## config.mk

```make
export PLATFORM = sky130hd
export DESIGN_NAME = serial_core_sequencer
export DESIGN_NICKNAME = d
export VERILOG_FILES = /design/src/rtl/serial_core_sequencer.sv
export SDC_FILE = /design/constraint.sdc
export NUM_CORES = 2
export LEC_CHECK = 0
export ABC_AREA = 1
export ABC_CLOCK_PERIOD_IN_PS = 4000
export CORE_ASPECT_RATIO = 0.5
export CORE_MARGIN = 5
export CORE_UTILIZATION = 35
export DETAILED_ROUTE_END_ITERATION = 10
export DONT_BUFFER_PORTS = 1
export HOLD_SLACK_MARGIN = 0.12
export PLACE_DENSITY = 0.53
export SETUP_SLACK_MARGIN = 0.4
export SYNTH_ARGS = -nofsm -noshare
export SYNTH_HDL_FRONTEND = slang
export SYNTH_SLANG_ARGS = --single-unit
```

## constraint.sdc

```tcl
create_clock -name clk -period 4 [get_ports clk]
set_input_delay 0.6 -clock clk [delete_from_list [all_inputs] [get_ports clk]]
set_output_delay 0.6 -clock clk [all_outputs]
set_load 0.05 [all_outputs]
```

## src/rtl/serial_core_sequencer.sv

```systemverilog
// serial_core_sequencer: multi-cycle RV32I/RV32E control sequencer.
// Owns PC, IR, register file and the instruction FSM. The nibble-serial
// ALU and the memory are external, reached via start/done and req/ack
// handshakes respectively.
// Optional macro MISALIGN_TRAP_EN: misaligned half/word accesses halt with
// err=1 instead of being truncated to natural alignment.

module serial_core_sequencer #(
  parameter logic [31:0] RESET_PC    = 32'h0000_0000,
  parameter int          NREGS       = 32,
  parameter int          MEM_LAT_MAX = 255
) (
  input  logic        clk,
  input  logic        rst_n,
  output logic        mem_req,
  output logic        mem_we,
  output logic [31:0] mem_addr,
  output logic [3:0]  mem_be,
  output logic [31:0] mem_wdata,
  input  logic [31:0] mem_rdata,
  input  logic        mem_ack,
  output logic        alu_start,
  output logic [2:0]  alu_funct3,
  output logic        alu_sub,
  output logic [31:0] alu_w1,
  output logic [31:0] alu_w2,
  input  logic [31:0] alu_result,
  input  logic        alu_done,
  output logic        halted,
  output logic        err
);

  localparam int RIDX_W = $clog2(NREGS);

  localparam logic [6:0] OPC_OP_IMM = 7'b0010011;
  localparam logic [6:0] OPC_OP     = 7'b0110011;
  localparam logic [6:0] OPC_LOAD   = 7'b0000011;
  localparam logic [6:0] OPC_STORE  = 7'b0100011;
  localparam logic [6:0] OPC_LUI    = 7'b0110111;
  localparam logic [6:0] OPC_SYSTEM = 7'b1110011;
  localparam logic [2:0] F3_ADD     = 3'b000;

  typedef enum logic [2:0] {
    S_FETCH,
    S_PC_INC,
    S_DECODE,
    S_EXEC,
    S_MEM_RD,
    S_MEM_WR,
    S_WB,
    S_HALT
  } state_t;

  state_t      state;
  logic [31:0] pc;
  logic [31:0] ir;
  logic [31:0] wb_val;
  logic [31:0] tcount;
  logic [1:0]  ldst_off;
  logic [31:0] regs [NREGS];

  logic [6:0]        opcode;
  logic [2:0]        funct3;
  logic [RIDX_W-1:0] rd_idx;
  logic [RIDX_W-1:0] rs1_idx;
  logic [RIDX_W-1:0] rs2_idx;
  logic [31:0]       rs1_val;
  logic [31:0]       rs2_val;
  logic [31:0]       imm_i;
  logic [31:0]       imm_s;
  logic [31:0]       imm_u;

  // Instruction field decode; index bits above log2(NREGS) are dropped.
  assign opcode  = ir[6:0];
  assign funct3  = ir[14:12];
  assign rd_idx  = ir[7 +: RIDX_W];
  assign rs1_idx = ir[15 +: RIDX_W];
  assign rs2_idx = ir[20 +: RIDX_W];
  assign rs1_val = (rs1_idx == '0) ? 32'h0 : regs[rs1_idx];
  assign rs2_val = (rs2_idx == '0) ? 32'h0 : regs[rs2_idx];
  assign imm_i   = {{20{ir[31]}}, ir[31:20]};
  assign imm_s   = {{20{ir[31]}}, ir[31:25], ir[11:7]};
  assign imm_u   = {ir[31:12], 12'h000};

  // Byte enables for a store; half offsets are forced even.
  function automatic logic [3:0] store_be(input logic [2:0] f3, input logic [1:0] a);
    case (f3[1:0])
      2'b00:   store_be = 4'b0001 << a;
      2'b01:   store_be = 4'b0011 << {a[1], 1'b0};
      default: store_be = 4'b1111;
    endcase
  endfunction

  // Store data replicated across all lanes so the enables pick the right one.
  function automatic logic [31:0] store_data(input logic [2:0] f3, input logic [31:0] v);
    case (f3[1:0])
      2'b00:   store_data = {4{v[7:0]}};
      2'b01:   store_data = {2{v[15:0]}};
      default: store_data = v;
    endcase
  endfunction

  // Lane select and sign/zero extension of a returned read word.
  function automatic logic [31:0] load_extract(input logic [2:0] f3, input logic [1:0] a,
                                               input logic [31:0] w);
    logic [7:0]  b;
    logic [15:0] h;
    case (a)
      2'd0:    b = w[7:0];
      2'd1:    b = w[15:8];
      2'd2:    b = w[23:16];
      default: b = w[31:24];
    endcase
    h = a[1] ? w[31:16] : w[15:0];
    case (f3)
      3'b000:  load_extract = {{24{b[7]}}, b};
      3'b001:  load_extract = {{16{h[15]}}, h};
      3'b100:  load_extract = {24'h0, b};
      3'b101:  load_extract = {16'h0, h};
      default: load_extract = w;
    endcase
  endfunction

`ifdef MISALIGN_TRAP_EN
  function automatic logic misaligned(input logic [2:0] f3, input logic [1:0] a);
    misaligned = ((f3[1:0] == 2'b01) && a[0]) || ((f3[1:0] == 2'b10) && (a != 2'b00));
  endfunction
`endif

  // Instruction state machine, register file and all registered outputs.
  always_ff @(posedge clk or negedge rst_n) begin
    if (!rst_n) begin
      state      <= S_FETCH;
      pc         <= RESET_PC;
      ir         <= '0;
      wb_val     <= '0;
      tcount     <= '0;
      ldst_off   <= '0;
      mem_req    <= 1'b0;
      mem_we     <= 1'b0;
      mem_addr   <= '0;
      mem_be     <= '0;
      mem_wdata  <= '0;
      alu_start  <= 1'b0;
      alu_funct3 <= '0;
      alu_sub    <= 1'b0;
      alu_w1     <= '0;
      alu_w2     <= '0;
      halted     <= 1'b0;
      err        <= 1'b0;
      for (int i = 0; i < NREGS; i++) regs[i] <= '0;
    end else if (mem_req && !mem_ack && (tcount >= 32'(MEM_LAT_MAX))) begin
      mem_req <= 1'b0;
      mem_we  <= 1'b0;
      mem_be  <= '0;
      halted  <= 1'b1;
      err     <= 1'b1;
      state   <= S_HALT;
    end else begin
      if (mem_req) tcount <= tcount + 32'd1;
      case (state)
        S_FETCH: begin
          if (!mem_req) begin
            mem_req  <= 1'b1;
            mem_we   <= 1'b0;
            mem_be   <= '0;
            mem_addr <= {pc[31:2], 2'b00};
            tcount   <= '0;
          end else if (mem_ack) begin
            ir         <= mem_rdata;
            mem_req    <= 1'b0;
            alu_start  <= 1'b1;
            alu_funct3 <= F3_ADD;
            alu_sub    <= 1'b0;
            alu_w1     <= pc;
            alu_w2     <= 32'd4;
            state      <= S_PC_INC;
          end
        end
        S_PC_INC: begin
          alu_start <= 1'b0;
          if (!alu_start && alu_done) begin
            pc    <= alu_result;
            state <= S_DECODE;
          end
        end
        S_DECODE: begin
          case (opcode)
            OPC_OP_IMM, OPC_OP: begin
              alu_start  <= 1'b1;
              alu_funct3 <= funct3;
              alu_w1     <= rs1_val;
              if (opcode == OPC_OP) begin
                alu_w2  <= rs2_val;
                alu_sub <= ((funct3 == 3'b000) || (funct3 == 3'b101)) ? ir[30] : 1'b0;
              end else begin
                alu_w2  <= imm_i;
                alu_sub <= (funct3 == 3'b101) ? ir[30] : 1'b0;
              end
              state <= S_EXEC;
            end
            OPC_LOAD, OPC_STORE: begin
              alu_start  <= 1'b1;
              alu_funct3 <= F3_ADD;
              alu_sub    <= 1'b0;
              alu_w1     <= rs1_val;
              alu_w2     <= (opcode == OPC_LOAD) ? imm_i : imm_s;
              state      <= S_EXEC;
            end
            OPC_LUI: begin
              wb_val <= imm_u;
              state  <= S_WB;
            end
            OPC_SYSTEM: begin
              halted <= 1'b1;
              err    <= 1'b0;
              state  <= S_HALT;
            end
            default: begin
              halted <= 1'b1;
              err    <= 1'b1;
              state  <= S_HALT;
            end
          endcase
        end
        S_EXEC: begin
          alu_start <= 1'b0;
          if (!alu_start && alu_done) begin
            ldst_off <= alu_result[1:0];
            if (opcode == OPC_LOAD) begin
`ifdef MISALIGN_TRAP_EN
              if (misaligned(funct3, alu_result[1:0])) begin
                halted <= 1'b1;
                err    <= 1'b1;
                state  <= S_HALT;
              end else
`endif
              begin
                mem_req  <= 1'b1;
                mem_we   <= 1'b0;
                mem_addr <= {alu_result[31:2], 2'b00};
                tcount   <= '0;
                state    <= S_MEM_RD;
              end
            end else if (opcode == OPC_STORE) begin
`ifdef MISALIGN_TRAP_EN
              if (misaligned(funct3, alu_result[1:0])) begin
                halted <= 1'b1;
                err    <= 1'b1;
                state  <= S_HALT;
              end else
`endif
              begin
                mem_req   <= 1'b1;
                mem_we    <= 1'b1;
                mem_addr  <= {alu_result[31:2], 2'b00};
                mem_be    <= store_be(funct3, alu_result[1:0]);
                mem_wdata <= store_data(funct3, rs2_val);
                tcount    <= '0;
                state     <= S_MEM_WR;
              end
            end else begin
              wb_val <= alu_result;
              state  <= S_WB;
            end
          end
        end
        S_MEM_RD: begin
          if (mem_ack) begin
            wb_val  <= load_extract(funct3, ldst_off, mem_rdata);
            mem_req <= 1'b0;
            state   <= S_WB;
          end
        end
        S_MEM_WR: begin
          if (mem_ack) begin
            mem_req <= 1'b0;
            mem_we  <= 1'b0;
            mem_be  <= '0;
            state   <= S_FETCH;
          end
        end
        S_WB: begin
          if (rd_idx != '0) regs[rd_idx] <= wb_val;
          state <= S_FETCH;
        end
        default: begin
          state <= S_HALT;
        end
      endcase
    end
  end

endmodule

```

==> run_results.csv <==
group,metric,value,unit
yosys,ys_warn_count,0,
yosys,synth-seq-cells,1296,
yosys,synth_cell_type_count,44,
route,route.vias.total,68200,
clock_tree,cts_tree,"built",
yosys,async_flop_share,1.00,
die,core-area,194000,sq um
die,die_h,323,microns
finish,nets,9184,
place,gp_congestion,0.912,
clock_tree,clk_pin_slew,0.07,ns
power_and_ir_drop,p_per_area,873,nW/um^2
yosys,yosysSeqAreaShare,0.473,
sta,finalSetupTns,0,ns
yosys,synthCells,9497,
die,start_util,0.354,
global_routing,grt_max_degree,159,
worst_setup_path,critPathCaptureType,"flip-flop",
yosys,netlist_area,68600,sq um
clock_tree,clkSinkCount,1296,
clock_tree,cts_buffer_depth,3,
route,drcViolationCount,0,
worst_setup_path,critical_path_required,4.72,ns
finish,fillers,20300,
worst_setup_path,cp_max_fo,158,
worst_setup_path,path_class,"flip-flop to flip-flop",
sta,slew_headroom,0.108,
global_routing,grt_pass1_wl,445,mm
clock_tree,htreeDepth,4,
finish,fin_cells,11800,
place,placed_cells,11500,
sta,slew_viol_final,0,
global_routing,gr-total-overflow,0,
route,first_pass_iters,6,
die,dieArea,205000,sq um
finish,final-seq-area,32500,sq um
route,wirelength,305,mm
route,wire_per_inst,25.8,microns
finish,syn2layout_area_growth,12.2,%
min_path,hold_class,"input pin to flip-flop",
finish,drive_gt1_frac,0.0618,
run,drv_cap,0,
power_and_ir_drop,p_leak,33.8,nW
clock_tree,root_buffer,"clkbuf_16",
sta,rsz0062_at_grt,"false",
power_and_ir_drop,peakVddDrop,648,uV
global_routing,grt_usage,0.289,
yosys,synth_edf_count,0,
route,drt_iter0_drc,9853,
worst_setup_path,worstSetupStartpointType,"flip-flop",
worst_setup_path,worstPathArrival,4.16,ns
sta,hold_viol_final,0,
yosys,synth_ff_type,"dfrtp_1",
sta,worst_pin_slew,1.34,ns
clock_tree,worst_skew_pair.late_latency,0.81,ns
sta,fin_skew,0.0285,ns
status,status,"complete, no violations",
clock_tree,cts_made_buffers,138,
route,postRouteAntennaNets,0,
sta,setup_viol,0,
power_and_ir_drop,total_power,67.2,mW
die,fp.dieW,636,microns
sta,timing.final.crit_share,0.858,
die,io_pins,209,
place,dpl.hpwl,186,mm
die,std_cell_rows,114,
yosys,syn_area_per_cell,7.22,sq um
global_routing,antenna_found_initial,20,
sta,max_freq,291,MHz
route,vias_per_cell,5.76,
sta,fin_crit,3.43,ns
global_routing,first_global_vias,61700,
finish,multi_input_area,32400,sq um
place,io_buffers,0,
routing by layer:
layer,wire length (microns),vias up,part of all wire,global-route usage
li1,-,30800,-,-
met1,132000,33100,0.43,0.416
met2,127000,3718,0.42,0.415
met3,35100,561,0.12,0.0760
met4,11300,14,0.037,0.106
met5,93,-,0.00030,0
logic make-up (layout without fill, tap and decap cells):
family / Yosys count / count (layout) / share of synthesized area
DFF: 1296 / 1296 / 0.473
AOI/OAI and AO/OA: 2150 / 2150 / 0.167
adders and majority gates: 2 / 2 / 0.000365
muxes: 29 / 29 / 0.00476
and+or+nand+nor: 4977 / 4977 / 0.296
other: 1 / 10 / 0.0000547
xor gates and xnor gates: 9 / 9 / 0.00115
buffers and inverters: 1033 / 748 / 0.0575
report_power, final:
| group | leakage (nW) | total (mW) | internal (mW) | switching, mW |
|---|---|---|---|---|
| sequential | 17.7 | 21.5 | 16.3 | 5.18 |
| combinational | 14.0 | 32.4 | 8.90 | 23.5 |
| clock | 2.22 | 13.2 | 7.48 | 5.76 |
timing repair:
action	in CTS	in global routing
hold buffers	66	0
resized for setup	0	0
endpoints found under the hold margin	195	0
buffers inserted	0	0
cell usage in the layout (no fill, tap or decap), types with 5 or more instances in the layout:
cell and count:
a21oi_1 154, a31oi_1 32, buf_12 77, buf_4 171, clkbuf_1 31, clkbuf_16 146
clkbuf_8 34, clkinv_1 5, clkinv_2 18, dfrtp_1 1286, dfrtp_4 8, diode_2 8
dlygate4sd3_1 66, inv_1 171, inv_2 9, inv_6 8, mux2_2 29, nand2_1 2864
nand2_4 31, nand3_1 1073, nand4_1 29, nor2_1 924, nor3_1 24, nor4_1 5
o211ai_1 213, o21ai_0 796, o21ai_1 897, o21bai_1 5, o22ai_1 38, or2_2 10
xor2_1 6
layout make-up:
| class | instances | area share |
|---|---|---|
| multi-input cells | 7169 | 0.421 |
| clock buffers | 211 | 0.0551 |
| well taps | 2610 | 0.0424 |
| flip-flops and latches | 1296 | 0.422 |
| repair buffers | 315 | 0.0457 |
| inverters | 194 | 0.0101 |
| diodes | 8 | 0.000260 |
| clock inverters | 28 | 0.00327 |
cells in the mapped netlist (all sizes together) (2+ instances only):
master | count | area (sq um)
a211oi | 2 | 15.0
a21oi | 154 | 771
a22oi | 2 | 15.0
a31oi | 32 | 200
buf | 104 | 455
clkbuf | 735 | 2760
clkinv | 6 | 22.5
dfrtp | 1296 | 32400
ha | 2 | 25.0
inv | 188 | 708
mux2 | 29 | 327
nand2 | 2895 | 10900
nand3 | 1075 | 5380
nand4 | 29 | 181
nor2 | 933 | 3570
nor3 | 26 | 135
nor4 | 5 | 31.3
o2111ai | 3 | 26.3
o211ai | 213 | 1600
o21a | 2 | 15.0
o21ai | 1694 | 8480
o21bai | 5 | 37.5
o221ai | 2 | 17.5
o22ai | 38 | 238
o31ai | 3 | 22.5
or2 | 10 | 62.6
xnor2 | 3 | 26.3
xor2 | 6 | 52.6
sequential cells by signal (all words and copies together), names as in the netlist:
register / count
tcount: 32
state: 3
regs: 1024
mem_be: 4
ir: 32
mem_we: 1
pc: 32
err: 1
alu_start: 1
alu_w2: 32
mem_wdata: 32
wb_val: 32
mem_req: 1
alu_sub: 1
halted: 1
alu_w1: 32
ldst_off: 2
alu_funct3: 3
mem_addr: 30
worst max-delay path: stages (launching register included):
cell,delay [ns]
dfrtp_4,0.55
buf_12,0.49
nand2_1,0.12
nand3_1,0.13
nand3_1,0.11
nand2_1,0.11
nand2_1,0.05
nand3_1,0.11
nand3_1,0.59
o21ai_0,0.41
nand2_1,0.22
nand2_1,0.12
stage by stage:
step                utilization  cell area (sq um)  setup WS, ns  hold slack [ns]
floorplan                     -              68600          1.68            0.304
global placement          0.370              71800         0.751            0.388
detailed placement        0.370              71800         0.741            0.389
CTS                       0.397              76900         0.728            0.126
global route              0.397              76900         0.492            0.181
finish                    0.397              76900         0.567            0.180
path summary, 6_finish.rpt:
kind	slack, ns	cells past startpoint	start	endpoint
setup / recovery	0.57	11	ir[20]	alu_w2[16]
hold / removal	0.18	4	mem_rdata[10]	wb_val[10]
setup reg to reg	0.57	11	ir[20]	alu_w2[16]
hold reg to reg	0.40	0	regs[1001]	regs[1001]
max in group asynchronous	2.29	3	rst_n	regs[685]
min in group asynchronous	0.40	2	rst_n	regs[1001]
No activity file was read; power rests on OpenSTA's default activity.
